`config.mk`:
```
export PLATFORM = sky130hd
export DESIGN_NAME = hl_clk_supervisor
export DESIGN_NICKNAME = d
export VERILOG_FILES = /design/src/rtl/hl_clk_supervisor.sv
export SDC_FILE = /design/constraint.sdc
export NUM_CORES = 1
export LEC_CHECK = 0
export ABC_CLOCK_PERIOD_IN_PS = 4830
export CAP_MARGIN = 25
export CELL_PAD_IN_SITES_DETAIL_PLACEMENT = 1
export CELL_PAD_IN_SITES_GLOBAL_PLACEMENT = 2
export CORE_MARGIN = 2
export CORE_UTILIZATION = 43
export DETAILED_ROUTE_END_ITERATION = 16
export PLACE_DENSITY_LB_ADDON = 0.12
export SLEW_MARGIN = 10
export SYNTH_ARGS = -nofsm -noshare
export SYNTH_HDL_FRONTEND = slang
export SYNTH_SLANG_ARGS = --single-unit
```
`constraint.sdc`:
```
create_clock -name clk -period 4.83 [get_ports clk]
set_input_delay 0.483 -clock clk [delete_from_list [all_inputs] [get_ports clk]]
set_output_delay 0.483 -clock clk [all_outputs]
set_load 0.01 [all_outputs]
```
`src/rtl/hl_clk_supervisor.sv`:
```
// Clock-source supervisor: measures candidate ADC clocks and picks a healthy one.
// Every source change goes through a gated select update while the core is held in reset.
module hl_clk_supervisor #(
  parameter int NCLK        = 2,
  parameter int SELW        = NCLK > 1 ? $clog2(NCLK) : 1,
  parameter int WINDOW      = 1024,
  parameter int MIN_EDGES   = 200,
  parameter int MAX_EDGES   = 300,
  parameter int HYST        = 3,
  parameter int GATE_CYCLES = 4,
  parameter int RST_HOLD    = 16,
  parameter int DEFAULT_SEL = 1
) (
  input  logic            clk,
  input  logic            extreset,
  input  logic [NCLK-1:0] mon,
  input  logic            force_en,
  input  logic [SELW-1:0] force_sel,
  output logic [SELW-1:0] clk_sel,
  output logic [NCLK-1:0] present,
  output logic            core_rst_n,
  output logic            switching,
  output logic            locked
);

  localparam int CW   = $clog2(MAX_EDGES + 2);
  localparam int WW   = WINDOW > 1 ? $clog2(WINDOW) : 1;
  localparam int HW   = $clog2(HYST + 1);
  localparam int TMAX = GATE_CYCLES > RST_HOLD ? GATE_CYCLES : RST_HOLD;
  localparam int TW   = $clog2(TMAX + 1);

  localparam logic [CW-1:0]   E_SAT = CW'(MAX_EDGES + 1);
  localparam logic [CW-1:0]   E_MIN = CW'(MIN_EDGES);
  localparam logic [CW-1:0]   E_MAX = CW'(MAX_EDGES);
  localparam logic [HW-1:0]   H_SAT = HW'(HYST);
  localparam logic [HW-1:0]   H_PRE = HW'(HYST - 1);
  localparam logic [WW-1:0]   W_END = WW'(WINDOW - 1);
  localparam logic [TW-1:0]   T_GATE = TW'(GATE_CYCLES - 1);
  localparam logic [TW-1:0]   T_HOLD = TW'(RST_HOLD - 1);
  localparam logic [SELW-1:0] DEF   = SELW'(DEFAULT_SEL);

  typedef enum logic [1:0] {
    S_INIT,
    S_GATE,
    S_HOLD,
    S_RUN
  } state_t;

  logic [NCLK-1:0] s1, s2, s3, s4;
  logic [NCLK-1:0] rise;
  logic [WW-1:0]   win_cnt;
  logic            win_end;
  logic            eval;
  logic [CW-1:0]   ecnt     [NCLK];
  logic [CW-1:0]   ecnt_nxt [NCLK];
  logic [NCLK-1:0] good;
  logic [HW-1:0]   gcnt     [NCLK];
  logic [SELW-1:0] desired;
  logic [SELW-1:0] tgt;
  logic [TW-1:0]   tmr;
  state_t          state;

  // three sync flops, the fourth only remembers the previous level
  always_ff @(posedge clk or negedge extreset) begin
    if (!extreset) begin
      s1 <= '0;
      s2 <= '0;
      s3 <= '0;
      s4 <= '0;
    end else begin
      s1 <= mon;
      s2 <= s1;
      s3 <= s2;
      s4 <= s3;
    end
  end

  assign rise    = s3 & ~s4;
  assign win_end = (win_cnt == W_END);

  always_ff @(posedge clk or negedge extreset) begin
    if (!extreset) begin
      win_cnt <= '0;
      eval    <= 1'b0;
    end else begin
      win_cnt <= win_end ? '0 : win_cnt + 1'b1;
      eval    <= win_end;
    end
  end

  always_comb begin
    good = '0;
    for (int i = 0; i < NCLK; i++) begin
      ecnt_nxt[i] = ecnt[i];
      if (rise[i] && ecnt[i] != E_SAT)
        ecnt_nxt[i] = ecnt[i] + 1'b1;
      good[i] = (ecnt_nxt[i] >= E_MIN) && (ecnt_nxt[i] <= E_MAX);
    end
  end

  // window judged on the count including an edge landing on win_end itself
  always_ff @(posedge clk or negedge extreset) begin
    if (!extreset) begin
      present <= '0;
      for (int i = 0; i < NCLK; i++) begin
        ecnt[i] <= '0;
        gcnt[i] <= '0;
      end
    end else begin
      for (int i = 0; i < NCLK; i++) begin
        if (win_end) begin
          ecnt[i] <= '0;
          if (good[i]) begin
            if (gcnt[i] != H_SAT)
              gcnt[i] <= gcnt[i] + 1'b1;
            if (gcnt[i] >= H_PRE)
              present[i] <= 1'b1;
          end else begin
            gcnt[i]    <= '0;
            present[i] <= 1'b0;
          end
        end else begin
          ecnt[i] <= ecnt_nxt[i];
        end
      end
    end
  end

  always_comb begin
    desired = DEF;
    for (int i = NCLK - 1; i >= 0; i--)
      if (present[i])
        desired = SELW'(i);
    if (force_en && (int'(force_sel) < NCLK))
      desired = force_sel;
  end

  always_ff @(posedge clk or negedge extreset) begin
    if (!extreset) begin
      state      <= S_INIT;
      tmr        <= '0;
      tgt        <= DEF;
      clk_sel    <= DEF;
      core_rst_n <= 1'b0;
      switching  <= 1'b0;
      locked     <= 1'b0;
    end else begin
      unique case (state)
        S_INIT: begin
          if (eval) begin
            tgt       <= desired;
            tmr       <= '0;
            switching <= 1'b1;
            state     <= S_GATE;
          end
        end
        S_GATE: begin
          if (tmr == T_GATE) begin
            clk_sel <= tgt;
            tmr     <= '0;
            state   <= S_HOLD;
          end else begin
            tmr <= tmr + 1'b1;
          end
        end
        S_HOLD: begin
          if (tmr == T_HOLD) begin
            switching  <= 1'b0;
            locked     <= 1'b1;
            core_rst_n <= 1'b1;
            state      <= S_RUN;
          end else begin
            tmr <= tmr + 1'b1;
          end
        end
        S_RUN: begin
          if (eval && desired != clk_sel) begin
            tgt        <= desired;
            tmr        <= '0;
            switching  <= 1'b1;
            locked     <= 1'b0;
            core_rst_n <= 1'b0;
            state      <= S_GATE;
          end
        end
      endcase
    end
  end

endmodule

```
==> impl_metrics.ini, run 1 <==
[setup_path]
path_class = reg2reg
startpoint_type = register
cp.depth = 8
worstPathArrival_ns = 2.51
cp_slowest_cell = dfrtp_1
cp.required_ns = 5.03
ff2ff_path_depth = 8
path_buf_inv = 0
path_max_fanout = 9
critPathCaptureType = register
crit_family = compound AO/OA/AOI/OAI gates
cp_slowest_stage_delay_ns = 0.50
path_cells = ha_1 > nand4bb_1 > o21a_1 > a31oi_1 > a211o_1 > o221a_1 > a211oi_2 > a21oi_1

[layout]
nFillCells = 769
regArea_um2 = 1350
mostFrequentLayoutCells = 52 x dfrtp_1, 32 x nor2_1, 17 x a21oi_1
multi_input_area_um2 = 1570
mostFrequentLayoutCell = dfrtp_1
drive_gt1_share_pct = 8.25
diodes = 0
area_growth_pct = 9.03
fin_util_pct = 48.7
stdcell_count = 411
nNetsFinal = 336

[yosys]
synthCells = 305
yosysSeqAreaShare_pct = 44.6
ys.flop_type = dfrtp_1
avgSynthCellArea_um2 = 9.95
synth_nets = 327
yosys_warnings = 0
synth-edff-count = 0
synthArstFlopShare_pct = 100
synth-seq-cells = 54
ys_types = 62
syn_area_um2 = 3030

[place]
hpwl_um = 4460
routabilityCongestion = 0.777
port_buffers = 11
dp_slack_ns = 2.29
dp_cells = 403

[sta]
worst_slew_pin_slew_ns = 0.677
worst_slack_ns = 2.52
report.final.setup_viol = 0
final_max_slew_viol_count = 0
skew_ns = 0.00580
fin_setup_tns_ns = 0
fmax_mhz = 434
rsz0062_at_grt = no
post-route-period-util_pct = 47.8
relSlewSlack_pct = 54.9
finalHoldViolCount = 0
period_minus_slack_ns = 2.31

[route]
via_per_inst = 5.45
first_pass_iters = 4
m1WireLength_um = 3060
route.detailed.drc = 0
wl_per_cell_um = 15.1
antenna_left = 0
vias = 2238
dr_wl_met2_um = 2970
wl_met3_um = 132
first_iter_violations = 68
top_layer = met4
routed_wl_um = 6220

[clock_network]
clk_pin_slew_worst_paths_ns = 0.10
max-clock-path-buffers = 2
cts_root_buffer = clkbuf_8
cts_sinks = 54
cts.hold.buffers_added = 0
clk_latency_ns = 0.32
cts_buffers = 5
cts_resized = 0
postCtsSetupBuffers = 0
tritoncts = yes
cts-htree-levels = 2

[global_routing]
antenna_found_initial = 0
grt_max_degree = 55
grt-ovfl-total = 0
grt_pass1_wl_um = 11100
grt_pass1_vias = 2319
grt_usage_pct = 18.1

[flow_run]
drv_cap = 0

[power]
irDropWorstVdd_mv = 0.169
p_per_area_nw_per_um2 = 340
cellLeakagePower_uw = 0.00145

[outcome]
status = finished, final reports clean

[die]
io_pins = 12
core_area_um2 = 6790
initial_core_util_pct = 44.7
die-area_um2 = 7740
rows = 30
die_w_um = 88
die_y_um = 88

[hold_path]
hold_class = in2async
## sequential cells by signal, indices dropped and copies added, names as in the netlist, 4 cells and up
signal / cells
win_cnt: 10
gcnt: 4
tmr: 5
ecnt: 18
## worst paths after layout
kind                               start  slack, ns      end
max in group asynchronous       extreset       4.11  ecnt[8]
worst min-delay path            extreset       0.27  ecnt[7]
worst max register to register   ecnt[9]       2.52  gcnt[3]
min in group clk                   s2[0]       0.36    s3[0]
worst max-delay path             ecnt[9]       2.52  gcnt[3]
worst min register to register     s2[0]       0.36    s3[0]
## cell usage after synthesis, drive strengths merged, types with 4 or more instances
cell type,number,share of area [%]
nand3,15,2.5
ha,16,6.6
inv,14,1.7
a31oi,5,1.0
nor2b,6,1.2
xor2,10,2.9
and3b,4,1.2
a211oi,5,1.6
and3,7,1.4
a21oi,17,2.8
buf,8,1.5
nor2,32,4.0
o21ai,19,3.3
nor3,5,0.82
nand2b,5,1.0
xnor2,11,3.2
nand2,16,2.0
nand4,5,1.0
dfrtp,52,43
## routing by layer
metal  global-route usage (%)  vias up
met4                     5.03        0
met2                     30.9       15
met1                     23.9     1111
met3                     2.83        7
li1                         -     1105
met5                        0        -
## where the power goes
part	total (µW)	switching (µW)	internal (µW)
clock network	271	164	107
logic	246	139	107
registers	607	103	504
## final cells by class
type                       instances  share of cell area, %
sequential                        54                   40.9
tap                               96                   3.63
multi-input combinational        227                   47.6
inverter                          14                   1.59
clock inverter                     3                  0.794
clock buffer                       5                   2.08
timing repair buffer              12                   3.40
## logic make-up (layout without fill, tap and decap cells)
group | after synthesis | in the layout | synth area share, %
xor+xnor | 21 | 21 | 6.06
flops | 54 | 54 | 44.6
compound gates | 72 | 72 | 17.2
buf+inv | 24 | 34 | 3.50
mux | 5 | 5 | 1.73
simple gates | 113 | 113 | 20.3
fa+ha+maj | 16 | 16 | 6.60
## through the flow
stage	power, µW	area (µm²)	hold WS, ns
final	1120	3310	0.273
after global routing	1210	3310	0.335
after CTS	1140	3310	0.298
after detailed placement	864	3210	0.339
after global placement	856	3210	0.332
after floorplan	796	3030	0.187
Power figures use the tool's default switching activity.
==> inputs of run 2 (changes only) <==
ABC_CLOCK_PERIOD_IN_PS = 2100   (was 4830)
CORE_UTILIZATION = 36   (was 43)
clock period = 2.1 ns   (was 4.83 ns; I/O delays follow)
==> run 2 against run 1 <==
Compared with the run above: the run now ends with setup timing left; die area increased by 19%; clock skew increased by 0.0056 ns; first-iteration DRC count decreased by 2.9%; critical path type unchanged; largest cell class unchanged; largest power group unchanged.
==> impl_metrics.ini, run 2 (same netlist as run 1, synthesis figures left out) <==
[outcome]
status = finished with violations
failed_checks = setup timing

[sta]
worst_slack_ns = -0.0557
skew_ns = 0.0114
worst_slew_pin_slew_ns = 0.487
report.final.setup_viol = 3
fin_setup_tns_ns = -0.151
relSlewSlack_pct = 67.3
final_max_slew_viol_count = 0
finalHoldViolCount = 0
period_minus_slack_ns = 2.16
rsz0062_at_grt = yes
post-route-period-util_pct = 103
fmax_mhz = 464

[setup_path]
critPathCaptureType = register
path_class = reg2reg
crit_family = compound AO/OA/AOI/OAI gates
r2r_slack_ns = -0.06
rr_startpoint = ecnt[0]
cp_slowest_stage_delay_ns = 0.45
cp.required_ns = 2.32
cp_slowest_cell = dfrtp_2
path_buf_inv = 0
ff2ff_path_depth = 8
startpoint_type = register
path_cells = ha_2 > and4b_4 > a211oi_2 > a41o_1 > o41ai_4 > a21oi_2 > o21ai_4 > o41ai_2
worstPathArrival_ns = 2.37
path_max_fanout = 6
r2r_end = gcnt[1]

[global_routing]
grt_pass1_wl_um = 12700
grt_pass1_vias = 2556
grt_usage_pct = 17.6
grt_max_degree = 21
antenna_found_initial = 0
grt-ovfl-total = 0

[clock_network]
cts_root_buffer = clkbuf_8
tritoncts = yes
clk_pin_slew_worst_paths_ns = 0.11
max-clock-path-buffers = 2
cts-htree-levels = 2
clk_latency_ns = 0.32
cts_sinks = 54
cts_buffers = 5

[hold_path]
worstHoldEndpoint = s1[0]
worstHoldStart = mon[0]
hold_class = in2reg
holdPathStages = 1

[route]
vias = 2453
routed_wl_um = 7120
first_iter_violations = 66
antenna_left = 0
route.detailed.drc = 0
wl_per_cell_um = 15.0
via_per_inst = 5.18
first_pass_iters = 4

[place]
port_buffers = 11
routabilityCongestion = 0.818
place_area_um2 = 3520
hpwl_um = 5180

[layout]
diodes = 0
nNetsFinal = 390
mostFrequentLayoutCells = 52 x buf_4, 48 x dfrtp_1, 31 x nor2_1
drive_gt1_share_pct = 27.4
reg_top3 = ecnt (18), win_cnt (10), tmr (5)
regArea_um2 = 1360
area_growth_pct = 26.9
mostFrequentLayoutCell = buf_4
final_area_um2 = 3850
largest_reg_flops = 18
multi_input_area_um2 = 1690
regMostFlops = ecnt
nFillCells = 946

[die]
die_w_um = 95.8
io_pins = 12
initial_core_util_pct = 37.1
core_area_um2 = 8180
rows = 33
die_y_um = 95.8
die-area_um2 = 9180

[power]
irDropWorstVdd_mv = 0.435
cellLeakagePower_uw = 0.00172
p_per_area_nw_per_um2 = 798

[flow_run]
drv_cap = 0
## run 2: timing repair
item                                    in CTS  in global routing
pin swaps                                    8                 20
hold buffers                                 1                  0
gates resized for setup                     13                 19
gates cloned                                 0                  0
hold endpoints to repair                    15                  0
endpoints found under the setup margin       4                  8
buffers inserted                            12                  2
## run 2: layer usage
layer | track usage, % | wire length (µm) | up-vias | part of all wire, %
met1 | 24.4 | 3480 | 1208 | 49
met3 | 2.82 | 107 | 8 | 1.5
met5 | 0 | 0 | - | 0
li1 | - | - | 1222 | -
met4 | 4.64 | 93 | 0 | 1.3
met2 | 28.6 | 3440 | 15 | 48
## run 2: cell type report
type,instances,share of cell area (%)
Multi-Input combinational cell,227,43.8
Sequential cell,54,35.3
Clock buffer,5,1.79
Clock inverter,3,0.682
Inverter,14,1.36
Tap cell,105,3.41
Timing Repair Buffer,66,13.7
## run 2: worst max-delay path by stage
stage | to | depth (start not counted) | from
final | gcnt[1] | 8 | ecnt[0]
after global routing | gcnt[1] | 8 | ecnt[1]
after CTS | gcnt[0] | 9 | ecnt[1]
after detailed placement | state[1] | 8 | force_en
after global placement | state[1] | 8 | force_en
after floorplan | gcnt[0] | 7 | ecnt[0]
## run 2: report_power, final
| part | total (µW) | internal, µW | switching [µW] |
|---|---|---|---|
| registers | 1360 | 1170 | 188 |
| clock network | 627 | 242 | 385 |
| logic | 1090 | 556 | 533 |
## run 2: metrics by stage
stage	setup WS (ns)	total power, µW	hold WS [ns]	util (%)	instances
2_1_floorplan	0.0715	1830	-0.0856	-	305
3_3_place_gp	-0.00938	2220	0.177	43.1	452
3_5_place_dp	-0.126	2240	0.180	43.1	452
4_1_cts	-0.0226	3010	0.314	46.3	473
5_1_grt	-0.175	3300	0.304	47.1	474
6_report	-0.0557	3070	0.321	47.1	474
==> inputs of run 3 (changes only) <==
RECOVER_POWER = 50   (was not set)
SETUP_SLACK_MARGIN = 0.02   (was not set)
==> run 3 against run 2 <==
Compared with the run above: the flow still finishes with violations (setup timing); maximum frequency unchanged; power is 0.13% higher; via count barely moved; register-to-register slack hardly changed; core utilization up 0.12 points; global-route usage is essentially flat; count of clock-buffer cells in the layout stayed put; combinational power barely moved; final cell count increased by 0.21%; clock skew is essentially flat; non-clock buffer count increased by 1; flip-flop and latch count did not move; critical endpoint unchanged.
==> impl_metrics.ini, run 3 (same netlist as run 1, synthesis figures left out) <==
[global_routing]
grt_usage_pct = 17.6
grt_pass1_vias = 2558
grt_pass1_wl_um = 12700
grt-ovfl-total = 0
antenna_found_initial = 0
grt_max_degree = 21

[clock_network]
max-clock-path-buffers = 2
cts_sinks = 54
cts_root_buffer = clkbuf_8
clk_latency_ns = 0.32
clk_pin_slew_worst_paths_ns = 0.11
cts-htree-levels = 2
cts_buffers = 5
tritoncts = yes

[route]
antenna_left = 0
via_per_inst = 5.17
first_iter_violations = 83
route.detailed.drc = 0
routed_wl_um = 7170
first_pass_iters = 4
vias = 2454
wl_per_cell_um = 15.1

[sta]
worst_slack_ns = -0.0557
finalHoldViolCount = 0
relSlewSlack_pct = 67.3
fin_setup_tns_ns = -0.152
period_minus_slack_ns = 2.16
post-route-period-util_pct = 103
final_max_slew_viol_count = 0
report.final.setup_viol = 3
skew_ns = 0.0114
worst_slew_pin_slew_ns = 0.487
fmax_mhz = 464
rsz0062_at_grt = yes

[power]
cellLeakagePower_uw = 0.00173
finalPower_uw = 3080
p_per_area_nw_per_um2 = 797
irDropWorstVdd_mv = 0.402

[outcome]
status = finished with violations
failed_checks = setup timing

[setup_path]
cp_slowest_stage_delay_ns = 0.45
crit_family = compound AO/OA/AOI/OAI gates
startpoint_type = register
path_class = reg2reg
cp.required_ns = 2.32
cp_slowest_cell = dfrtp_2
critPathCaptureType = register
path_cells = ha_2 > and4b_4 > a211oi_2 > a41o_1 > o41ai_4 > a21oi_2 > o21ai_4 > o41ai_2
path_max_fanout = 6
worstPathArrival_ns = 2.37
path_buf_inv = 0

[layout]
largest_reg_flops = 18
drive_gt1_share_pct = 27.6
fin_util_pct = 47.2
mostFrequentLayoutCells = 53 x buf_4, 49 x dfrtp_1, 31 x nor2_1
mostFrequentLayoutCell = buf_4
final_area_um2 = 3860
area_growth_pct = 27.3
nNetsFinal = 391
reg_top3 = ecnt (18), win_cnt (10), tmr (5)
regMostFlops = ecnt
diodes = 0

[die]
io_pins = 12
die_w_um = 95.8
initial_core_util_pct = 37.1
die-area_um2 = 9180
core_area_um2 = 8180
die_y_um = 95.8
rows = 33

[place]
port_buffers = 11
hpwl_um = 5180
place_area_um2 = 3520
routabilityCongestion = 0.818

[flow_run]
drv_cap = 0

[hold_path]
hold_class = in2async
-- run 3: path summary, 6_finish.rpt --
| path | cells after the start | endpoint | slack (ns) | startpoint |
|---|---|---|---|---|
| worst max-delay path | 8 | gcnt[1] | -0.06 | ecnt[0] |
| worst min-delay path | 2 | ecnt[8] | 0.34 | extreset |
| worst max register to register | 8 | gcnt[1] | -0.06 | ecnt[0] |
| worst min register to register | 0 | s3[1] | 0.36 | s2[1] |
| max in group asynchronous | 3 | clk_sel | 1.08 | extreset |
| min in group clk | 0 | s3[1] | 0.36 | s2[1] |
-- run 3: worst reg2reg max path: cells and delay by family, from the launching register on --
family / cells / cell delay, ns
and+or+nand+nor: 1 / 0.30
adders and majority gates: 1 / 0.19
AOI/OAI and AO/OA: 6 / 1.13
DFF: 1 / 0.45
-- run 3: what timing repair did --
| action | CTS | global route |
|---|---|---|
| pin swaps | 13 | 14 |
| gates cloned | 0 | 0 |
| buffers inserted | 12 | 3 |
| gates resized for setup | 21 | 11 |
| endpoints found under the hold margin | 15 | 0 |
| hold buffers | 1 | 0 |
| endpoints found under the setup margin | 6 | 9 |
-- run 3: cell type report --
class | count | area, µm²
repair buffers | 67 | 536
inverters | 14 | 52.6
clock buffers | 5 | 68.8
multi-input cells | 227 | 1690
clock inverters | 3 | 26.3
flip-flops and latches | 54 | 1360
fillers | 943 | 4310
well taps | 105 | 131
-- run 3: metrics by stage --
step / hold WS, ns / worst slack [ns] / instances
after detailed placement: 0.180 / -0.126 / 452
final: 0.337 / -0.0557 / 475
after CTS: 0.314 / -0.0226 / 473
after global routing: 0.368 / -0.175 / 475
after global placement: 0.177 / -0.00938 / 452
after floorplan: -0.0856 / 0.0715 / 305
-- run 3: power by group --
group / switching [µW] / internal [µW]
registers: 189 / 1170
clock network: 385 / 242
logic: 537 / 558
total: 1110 / 1970
-- run 3: routing by layer --
metal  vias to the layer above  share of wire, %  track usage, %  routed length [µm]
li1                       1222                 -               -                   -
met3                         8               1.5            2.82                 106
met5                         -                 0               0                   0
met4                         0               1.3            4.64                  93
met2                        15                49            28.7                3480
met1                      1209                49            24.4                3480
